### config.mk
export PLATFORM = sky130hd
export DESIGN_NAME = frequency_meter
export DESIGN_NICKNAME = d
export VERILOG_FILES = /design/src/rtl/freq_meter_pkg.sv /design/src/rtl/sync_edge_detect.sv /design/src/rtl/frequency_meter.sv
export SDC_FILE = /design/constraint.sdc
export NUM_CORES = 1
export LEC_CHECK = 0
export CORE_MARGIN = 2
export CORE_UTILIZATION = 54
export CTS_BUF_LIST = sky130_fd_sc_hd__clkbuf_2 sky130_fd_sc_hd__clkbuf_4 sky130_fd_sc_hd__clkbuf_8
export CTS_CLUSTER_DIAMETER = 50
export DETAILED_ROUTE_END_ITERATION = 6
export PLACE_DENSITY = 0.89
export SYNTH_ARGS = -nofsm -noshare
export SYNTH_HDL_FRONTEND = slang
export SYNTH_SLANG_ARGS = --single-unit
### constraint.sdc
create_clock -name clk_50m -period 3.3 [get_ports clk_50m]
set_clock_uncertainty 0.2 [all_clocks]
set_input_delay 0.33 -clock clk_50m [delete_from_list [all_inputs] [get_ports clk_50m]]
set_output_delay 0.33 -clock clk_50m [all_outputs]
set_load 0.1 [all_outputs]
### src/rtl/freq_meter_pkg.sv
// freq_meter_pkg: FSM state type and default constants for frequency_meter.
package freq_meter_pkg;
  typedef enum logic [1:0] {IDLE, MEASURE, DONE} state_t;
  localparam int GATE_CYCLES_DEF = 50_000_000;
  localparam int CNT_W_DEF = 27;
endpackage

### src/rtl/sync_edge_detect.sv
// sync_edge_detect: 2-flop synchronizer plus one-cycle rising-edge pulse.
module sync_edge_detect (
  input  logic clk,
  input  logic resetn,
  input  logic d,
  output logic pulse
);
  logic [2:0] sr;
  always_ff @(posedge clk)
    if (!resetn) sr <= '0;
    else sr <= {sr[1:0], d};
  assign pulse = sr[1] & ~sr[2];
endmodule

### src/rtl/frequency_meter.sv
// frequency_meter: counts sig_in rising edges over a GATE_CYCLES window.
// Define FREQUENCY_METER_AUTORUN_EN for back-to-back windows without start.
module frequency_meter
  import freq_meter_pkg::*;
#(
  parameter int GATE_CYCLES = GATE_CYCLES_DEF,
  parameter int CNT_W = CNT_W_DEF
) (
  input  logic             clk_50m,
  input  logic             resetn,
  input  logic             sig_in,
  input  logic             start,
  output logic             busy,
  output logic [CNT_W-1:0] freq,
  output logic             freq_valid,
  output logic             ovf
);
  localparam int GW = $clog2(GATE_CYCLES + 1);
  localparam logic [GW-1:0] GATE_LAST = GW'(GATE_CYCLES - 1);
`ifdef FREQUENCY_METER_AUTORUN_EN
  localparam logic AUTORUN = 1'b1;
`else
  localparam logic AUTORUN = 1'b0;
`endif
  state_t state;
  logic [GW-1:0] gate;
  logic [CNT_W-1:0] cnt, cnt_nxt;
  logic hit;
  sync_edge_detect u_sync (.clk(clk_50m), .resetn(resetn), .d(sig_in), .pulse(hit));
  // saturating increment; the final gate cycle's edge lands in the loaded result
  assign cnt_nxt = cnt + CNT_W'(hit && !(&cnt));
  assign busy = (state == MEASURE);
  always_ff @(posedge clk_50m)
    if (!resetn) begin
      state <= IDLE;
      gate <= '0;
      cnt <= '0;
      freq <= '0;
      freq_valid <= 1'b0;
      ovf <= 1'b0;
    end else begin
      freq_valid <= 1'b0;
      case (state)
        IDLE: if (AUTORUN || start) begin
          state <= MEASURE;
          gate <= '0;
          cnt <= '0;
        end
        MEASURE: begin
          cnt <= cnt_nxt;
          gate <= gate + 1'b1;
          if (gate == GATE_LAST) begin
            state <= DONE;
            freq <= cnt_nxt;
            ovf <= &cnt_nxt;
            freq_valid <= 1'b1;
          end
        end
        DONE: begin
          state <= AUTORUN ? MEASURE : IDLE;
          gate <= '0;
          cnt <= '0;
        end
        default: state <= IDLE;
      endcase
    end
endmodule

==> results of run 1 <==
[area by class of cell]
cell class | count | area (um^2) | area share (%)
Sequential cell | 87 | 1750 | 32.78
Multi-Input combinational cell | 399 | 2429 | 45.48
Tap cell | 102 | 127.6 | 2.390
Clock inverter | 5 | 103.9 | 1.945
Clock buffer | 11 | 151.4 | 2.835
Timing Repair Buffer | 90 | 755.7 | 14.15
Inverter | 6 | 22.52 | 0.4217
[registers in the layout (all words and copies together), names as in the netlist]
name,count
cnt,27
freq,27
freq_valid,1
gate,26
ovf,1
state,2
u_sync.sr,3
[synth_stat cells, types with 2 or more instances]
cell type / n / area share, %
dfxtp_1: 87 / 41
nor2_1: 83 / 7.3
nand2_1: 34 / 3.0
nand3_1: 33 / 3.8
a21oi_1: 30 / 3.5
clkbuf_1: 27 / 2.4
a211oi_1: 21 / 3.7
o21ai_0: 20 / 2.3
nand4_1: 17 / 2.5
nor3_1: 17 / 2.0
a22oi_1: 14 / 2.4
xnor2_1: 14 / 2.9
nor4_1: 12 / 1.7
xor2_1: 12 / 2.4
or3_1: 10 / 1.5
buf_2: 9 / 1.0
mux2i_1: 8 / 1.9
o21a_1: 8 / 1.4
and2_1: 6 / 0.87
and3_1: 5 / 0.73
inv_1: 5 / 0.44
or4_1: 5 / 0.87
a31oi_1: 4 / 0.58
o211ai_1: 4 / 0.70
or2_2: 4 / 0.58
a21o_1: 3 / 0.52
and4_1: 3 / 0.61
buf_4: 3 / 0.52
ha_1: 3 / 0.87
nor2b_1: 3 / 0.44
buf_1: 2 / 0.18
mux2_1: 2 / 0.52
nand2b_1: 2 / 0.29
nand4_2: 2 / 0.58
nor3b_1: 2 / 0.35
nor4bb_1: 2 / 0.47
o31a_1: 2 / 0.41
[power breakdown]
group	total, mW	leakage [nW]	switching (mW)	internal (mW)
registers	1.06	0.705	0.00359	1.05
logic	0.0998	1.01	0.0725	0.0272
clock network	0.925	0.130	0.381	0.544
total	2.08	1.84	0.458	1.62
[worst paths after layout]
kind | to | slack, ns | cells after the start
worst max-delay path | ovf$_SDFFE_PN0P_ | -0.10 | 12
worst min-delay path | u_sync.sr[1]$_SDFF_PN0_ | 0.25 | 1
worst max register to register | ovf$_SDFFE_PN0P_ | -0.10 | 12
worst min register to register | u_sync.sr[1]$_SDFF_PN0_ | 0.25 | 1
[critical path, cell delays in order, from the launching register on]
cell and delay [ns]:
dfxtp_2 0.37, nand4_4 0.11, or4_4 0.52, nor3_4 0.15, nor3b_2 0.07, ha_2 0.21, and3_4 0.17, xnor2_2 0.13
or4_1 0.51, or4_1 0.41, and4bb_1 0.27, nand4_1 0.10, o21ai_1 0.10
[cells by family after synthesis]
group           Yosys count  synth area share (%)
mux                      11                 2.654
compound gates          112                 16.68
simple gates            247                 29.25
fa+ha+maj                 3                0.8750
buf+inv                  47                 4.637
xor+xnor                 26                 5.308
flops                    87                 40.59
[what timing repair did]
action / in CTS / in global routing
gates resized for setup: 9 / 2
pin swaps: 2 / 1
endpoints found under the setup margin: 1 / 2
buffers inserted: 2 / 0
hold endpoints to repair: 0 / 0
[metal layers]
layer,wire length (um),part of all wire [%]
met1,5018,42
met2,5349,44
met3,1198,9.9
met4,514,4.3
met5,0,0
[through the flow]
stage          util [%]  instances
2_1_floorplan         -        533
3_3_place_gp      64.96        682
3_5_place_dp      64.96        682
4_1_cts           68.96        700
5_1_grt           69.11        700
6_report          69.11        700
==> key figures, run 1 <==
Timing
  – RSZ-0062 raised after global routing: yes
  – Final period utilization: 103.1%
  – Final Hold Fails: 0
  – Slew @ Worst Pin: 0.9817 ns
  – Setup violators final: 1
  – Setup_tns: -0.1025 ns
  – Hold_ws: 0.2546 ns
  – Slew Limit Fails: 0
  – Crit path setup slack, layout: -0.1025 ns
  – Rel. slew slack: 34.35%
  – Achievable Freq: 293.9 MHz
  – Final Critical Period: 3.403 ns

Yosys
  – Post-synthesis cell area: 4290 um^2
  – Sequential share of the synthesized area: 40.59%
  – Number of synthesized register bits: 87
  – Yosys warns: 0
  – Syn nets: 540
  – Mapped Avg Cell Area: 8.049 um^2
  – Post-synthesis cell count: 533
  – Asr flop ratio synth: 0%
  – Cell variety after synth: 52
  – Most used DFF post-synth: dfxtp_1
  – Number of synthesized flops with an enable pin: 0

Clock tree
  – Worst-path clk slew: 0.08 ns
  – H-Tree Depth: 3
  – Root buffer cell: clkbuf_8
  – TritonCTS Buffers: 9
  – CTS Buffer Depth: 2
  – Worst-skew pair later-pin latency: 0.38 ns
  – TritonCTS clock tree: yes
  – CTS Hold Bufs: 0
  – Clock sink count: 87

Die
  – Die area: 8674 um^2
  – Chip Height: 93.14 um
  – Site Rows: 32
  – Ports: 34
  – DIE WIDTH: 93.14 um
  – CORE AREA: 7727 um^2
  – Starting density of the core: 55.52%

Detailed routing
  – Wire per inst: 17.26 um
  – Post-DR vias/cell: 6.301
  – DR pass1 iterations: 7
  – DR vias: 4,411
  – DRC: 1
  – Antenna Nets Post-Route: 0
  – Final WL: 12.08 mm
  – 1st-iter DRT viols: 549

Critical path
  – Worst endpoint data arrival time: 3.51 ns
  – CP Class: reg2reg
  – Worst R2R Start: cnt[13]$_SDFFE_PN0P_
  – WP data required: 3.41 ns
  – Crit Path Max Fanout: 3
  – CP Launch Type: register
  – Worst Setup SP: cnt[13]$_SDFFE_PN0P_
  – Crit. End Element: register

GRT
  – Initial antenna violation count: 0
  – Vias in the first global route: 4,178
  – GRT Total Usage: 28.89%
  – First-pass GRT wire length: 19.87 mm
  – Met1 global-route usage: 39.08%
  – Gr ovfl total: 0
  – Busiest layer in global routing: met2
  – Largest net degree at the start of global routing: 46
  – GRT met2 Usage: 43.30%
  – GR Util met3: 5.721%

Cells and area
  – Antenna Cells: 0
  – Layout cells sized above 1: 17.56%
  – Most common cell after layout, fill and taps aside: nor2_1
  – Synth-to-layout area growth: 24.47%
  – Total Nets Final: 600
  – Fillers: 557
  – Most frequent cells in the layout: nor2_1, dfxtp_1, buf_4
  – Post-route design area: 5340 um^2

Min path
  – HP Class: reg2reg
  – Hold Crit Start: u_sync.sr[0]$_SDFF_PN0_

Flow run
  – Max-Cap Viols: 0

Placement
  – Pre-CTS WS: -0.1781 ns
  – Gpl congestion: 0.9462
  – DP Area: 5020 um^2
  – PortBufs: 33
  – DP Wirelength: 7.967 mm

Status
  – Status: complete, but fails checks
  – Failing checks: DRC, setup timing

Power
  – Lkg Pwr: 1.843 nW
  – Pwr dens: 389.8 nW/um^2
  – Total power: 2.082 mW
  – VDD IR max: 306.6 uV
Note: power is estimated with default switching activity, not from simulation.
==> run 2: changes to the inputs <==
--- a/config.mk
+++ b/config.mk
@@ -6,11 +6,11 @@
 export NUM_CORES = 1
 export LEC_CHECK = 0
 export CORE_MARGIN = 2
-export CORE_UTILIZATION = 54
+export CORE_UTILIZATION = 65
 export CTS_BUF_LIST = sky130_fd_sc_hd__clkbuf_2 sky130_fd_sc_hd__clkbuf_4 sky130_fd_sc_hd__clkbuf_8
 export CTS_CLUSTER_DIAMETER = 50
 export DETAILED_ROUTE_END_ITERATION = 6
-export PLACE_DENSITY = 0.89
+export PLACE_DENSITY = 0.95
 export SYNTH_ARGS = -nofsm -noshare
 export SYNTH_HDL_FRONTEND = slang
 export SYNTH_SLANG_ARGS = --single-unit
==> constraint.sdc (replaced) <==
create_clock -name clk_50m -period 4.3 [get_ports clk_50m]
set_clock_uncertainty 0.2 [all_clocks]
set_input_delay 0.43 -clock clk_50m [delete_from_list [all_inputs] [get_ports clk_50m]]
set_output_delay 0.43 -clock clk_50m [all_outputs]
set_load 0.1 [all_outputs]
==> run 2 against run 1 <==
Effect of this change: utilization grew 7.5 points; sequential cell count is the same; the run now ends clean; first-iteration DRC count shrank 36%; routed wire length shrank 8.7%; highest routed layer unchanged; count of clock-buffer cells in the layout shrank 1; largest cell class unchanged; cell count shrank 9.6%; cell area shrank 8.9%; critical path depth is the same.
==> key figures, run 2 (synthesis results as in run 1) <==
Status
  – Status: complete, no violations

Placement
  – PortBufs: 33 (unchanged)
  – DP Wirelength: 7.540 mm (-5.4%)
  – Gpl congestion: 0.9129 (-3.5%)

Detailed routing
  – DR vias: 4,120 (-6.6%)
  – Detail Route met3 WL: 1.009 mm (-16%)
  – DRC: 0 (-1)
  – Wire per inst: 17.42 um (+0.98%)
  – Final WL: 11.03 mm (-8.7%)
  – Met1 WL: 4.804 mm (-4.3%)
  – Met2 wire length: 5.064 mm (-5.3%)
  – Antenna Nets Post-Route: 0 (unchanged)
  – 1st-iter DRT viols: 354 (-36%)
  – Max layer used: met4
  – Post-DR vias/cell: 6.509 (+3.3%)
  – DR pass1 iterations: 5 (-2)

Die
  – Starting density of the core: 67.57% (+12 points)
  – CORE AREA: 6350 um^2 (-18%)
  – Ports: 34 (unchanged)
  – Chip Height: 85.25 um (-8.5%)
  – DIE WIDTH: 85.25 um (-8.5%)
  – Site Rows: 29 (-9.4%)
  – Die area: 7267 um^2 (-16%)

Timing
  – Hold_ws: 0.2402 ns (-0.01444 ns)
  – Final Critical Period: 3.934 ns (+0.5315 ns)
  – Slew @ Worst Pin: 1.175 ns (+0.1935 ns)
  – Final period utilization: 91.49% (-12 points)
  – Slew Limit Fails: 0 (unchanged)
  – Rel. slew slack: 21.49% (-13 points)
  – Setup violators final: 0 (-1)
  – Setup_tns: 0 ns (+0.1025 ns)
  – Achievable Freq: 254.2 MHz (-14%)
  – Final Hold Fails: 0 (unchanged)
  – RSZ-0062 raised after global routing: no

GRT
  – Initial antenna violation count: 0 (unchanged)
  – Vias in the first global route: 3,754 (-10%)
  – First-pass GRT wire length: 18.46 mm (-7.1%)
  – Gr ovfl total: 0 (unchanged)
  – GRT Total Usage: 31.28% (+2.4 points)
  – Largest net degree at the start of global routing: 41 (-11%)

Cells and area
  – Antenna Cells: 0 (unchanged)
  – Total Nets Final: 558 (-7.0%)
  – Register area: 1742 um^2 (-0.50%)
  – Biggest regs: cnt (27), freq (27), gate (26)
  – Area of the multi-input gates: 2356 um^2 (-3.0%)
  – Most frequent cells in the layout: dfxtp_1, nor2_1, nand2_1
  – Most common cell after layout, fill and taps aside: dfxtp_1
  – Synth-to-layout area growth: 13.36%
  – Layout cells sized above 1: 8.273% (-9.3 points)
  – Fillers: 459 (-18%)

Critical path
  – Crit Path Max Fanout: 9 (+6)
  – WP data required: 4.38 ns (+0.97 ns)
  – Worst path bufs/invs: 0 (unchanged)
  – CP Class: reg2reg
  – Worst endpoint data arrival time: 4.01 ns (+0.50 ns)
  – Slowest-stage cell, CP: or4_1
  – Critical Path, Cell by Cell: nand4_2 -> or4_1 -> nor3_1 -> nor3b_1 -> ha_1 -> and3_1 -> xnor2_1 -> or4_1 -> or4_1 -> and4bb_1 -> nand4_1 -> o21ai_1
  – Crit-path most repeated cell: or4_1
  – CP Launch Type: register
  – Top cell family by delay on the critical path: simple AND/OR/NAND/NOR gates
  – Worst Setup SP: cnt[5]$_SDFFE_PN0P_
  – Worst R2R Start: cnt[5]$_SDFFE_PN0P_
  – Crit. End Element: register
  – CP max stage delay: 0.58 ns (+0.06 ns)

Power
  – VDD IR max: 272.5 uV (-11%)
  – Lkg Pwr: 1.575 nW (-15%)
  – Pwr dens: 302.4 nW/um^2 (-22%)

Clock tree
  – Clock sink count: 87 (unchanged)
  – H-Tree Depth: 3 (unchanged)
  – Root buffer cell: clkbuf_8
  – Post-cts sizing count: 0 (-9)
  – CTS Hold Bufs: 0 (unchanged)
  – Post-CTS Setup Bufs: 0 (-2)
  – Worst-path clk slew: 0.09 ns (about the same)
  – TritonCTS clock tree: yes
  – Worst-skew pair later-pin latency: 0.35 ns (-0.03 ns)
  – CTS Buffer Depth: 2 (unchanged)
  – TritonCTS Buffers: 9 (unchanged)

Min path
  – Hold Crit Start: u_sync.sr[0]$_SDFF_PN0_
  – HP Class: reg2reg

Flow run
  – Max-Cap Viols: 0 (unchanged)
-- run 2: cell count changes in the layout (fill, tap and decap cells not counted), moves of 2 or more --
cell	change
nand3_1	+2
buf_4	-42
bufinv_16	-2
ha_1	+2
nand3_2	-2
dfxtp_2	-7
dfxtp_1	+7
-- run 2: cell type report --
cell class / instances / share of cell area (%)
Clock inverter: 6 / 1.415
Inverter: 6 / 0.4631
Multi-Input combinational cell: 399 / 48.44
Tap cell: 77 / 1.981
Sequential cell: 87 / 35.81
Clock buffer: 10 / 2.830
Timing Repair Buffer: 48 / 9.056
-- run 2: worst paths after layout --
check,depth (start not counted),slack (ns),end
worst max-delay path,12,0.37,ovf$_SDFFE_PN0P_
worst min-delay path,1,0.24,u_sync.sr[1]$_SDFF_PN0_
worst max register to register,12,0.37,ovf$_SDFFE_PN0P_
worst min register to register,1,0.24,u_sync.sr[1]$_SDFF_PN0_
-- run 2: metrics by stage --
stage	worst slack [ns]	utilization (%)	total power, mW	cell area (um^2)	cells
after floorplan	0.6475	-	0.8785	4290	533
after global placement	0.5146	73.34	0.8961	4657	617
after detailed placement	0.4305	73.34	0.8976	4657	617
after CTS	0.3951	76.59	1.473	4863	633
after global routing	0.1364	76.59	1.509	4863	633
final	0.3659	76.59	1.471	4863	633
-- run 2: worst register-to-register path, cell delays in order (launching register included) --
cell	delay [ns]
dfxtp_1	0.51
nand4_2	0.18
or4_1	0.58
nor3_1	0.21
nor3b_1	0.08
ha_1	0.23
and3_1	0.27
xnor2_1	0.17
or4_1	0.55
or4_1	0.42
and4bb_1	0.28
nand4_1	0.09
o21ai_1	0.09
-- run 2: per-layer routing --
layer,GRT usage (%),vias up
li1,-,1961
met1,44.69,1920
met2,48.93,220
met3,4.961,19
met4,9.235,0
met5,0,-
-- run 2: where the power goes --
part | leakage [nW] | internal, mW | switching, mW
combinational | 0.771 | 0.0170 | 0.0526
clock | 0.103 | 0.288 | 0.303
sequential | 0.702 | 0.808 | 0.00271
==> run 3: changes to the inputs <==
--- a/config.mk
+++ b/config.mk
@@ -11,6 +11,7 @@
 export CTS_CLUSTER_DIAMETER = 50
 export DETAILED_ROUTE_END_ITERATION = 6
 export PLACE_DENSITY = 0.95
+export SKIP_CTS_REPAIR_TIMING = 1
 export SYNTH_ARGS = -nofsm -noshare
 export SYNTH_HDL_FRONTEND = slang
 export SYNTH_SLANG_ARGS = --single-unit
==> results of run 3 <==
Final layout, timing and power as in run 2 (identical DEF).
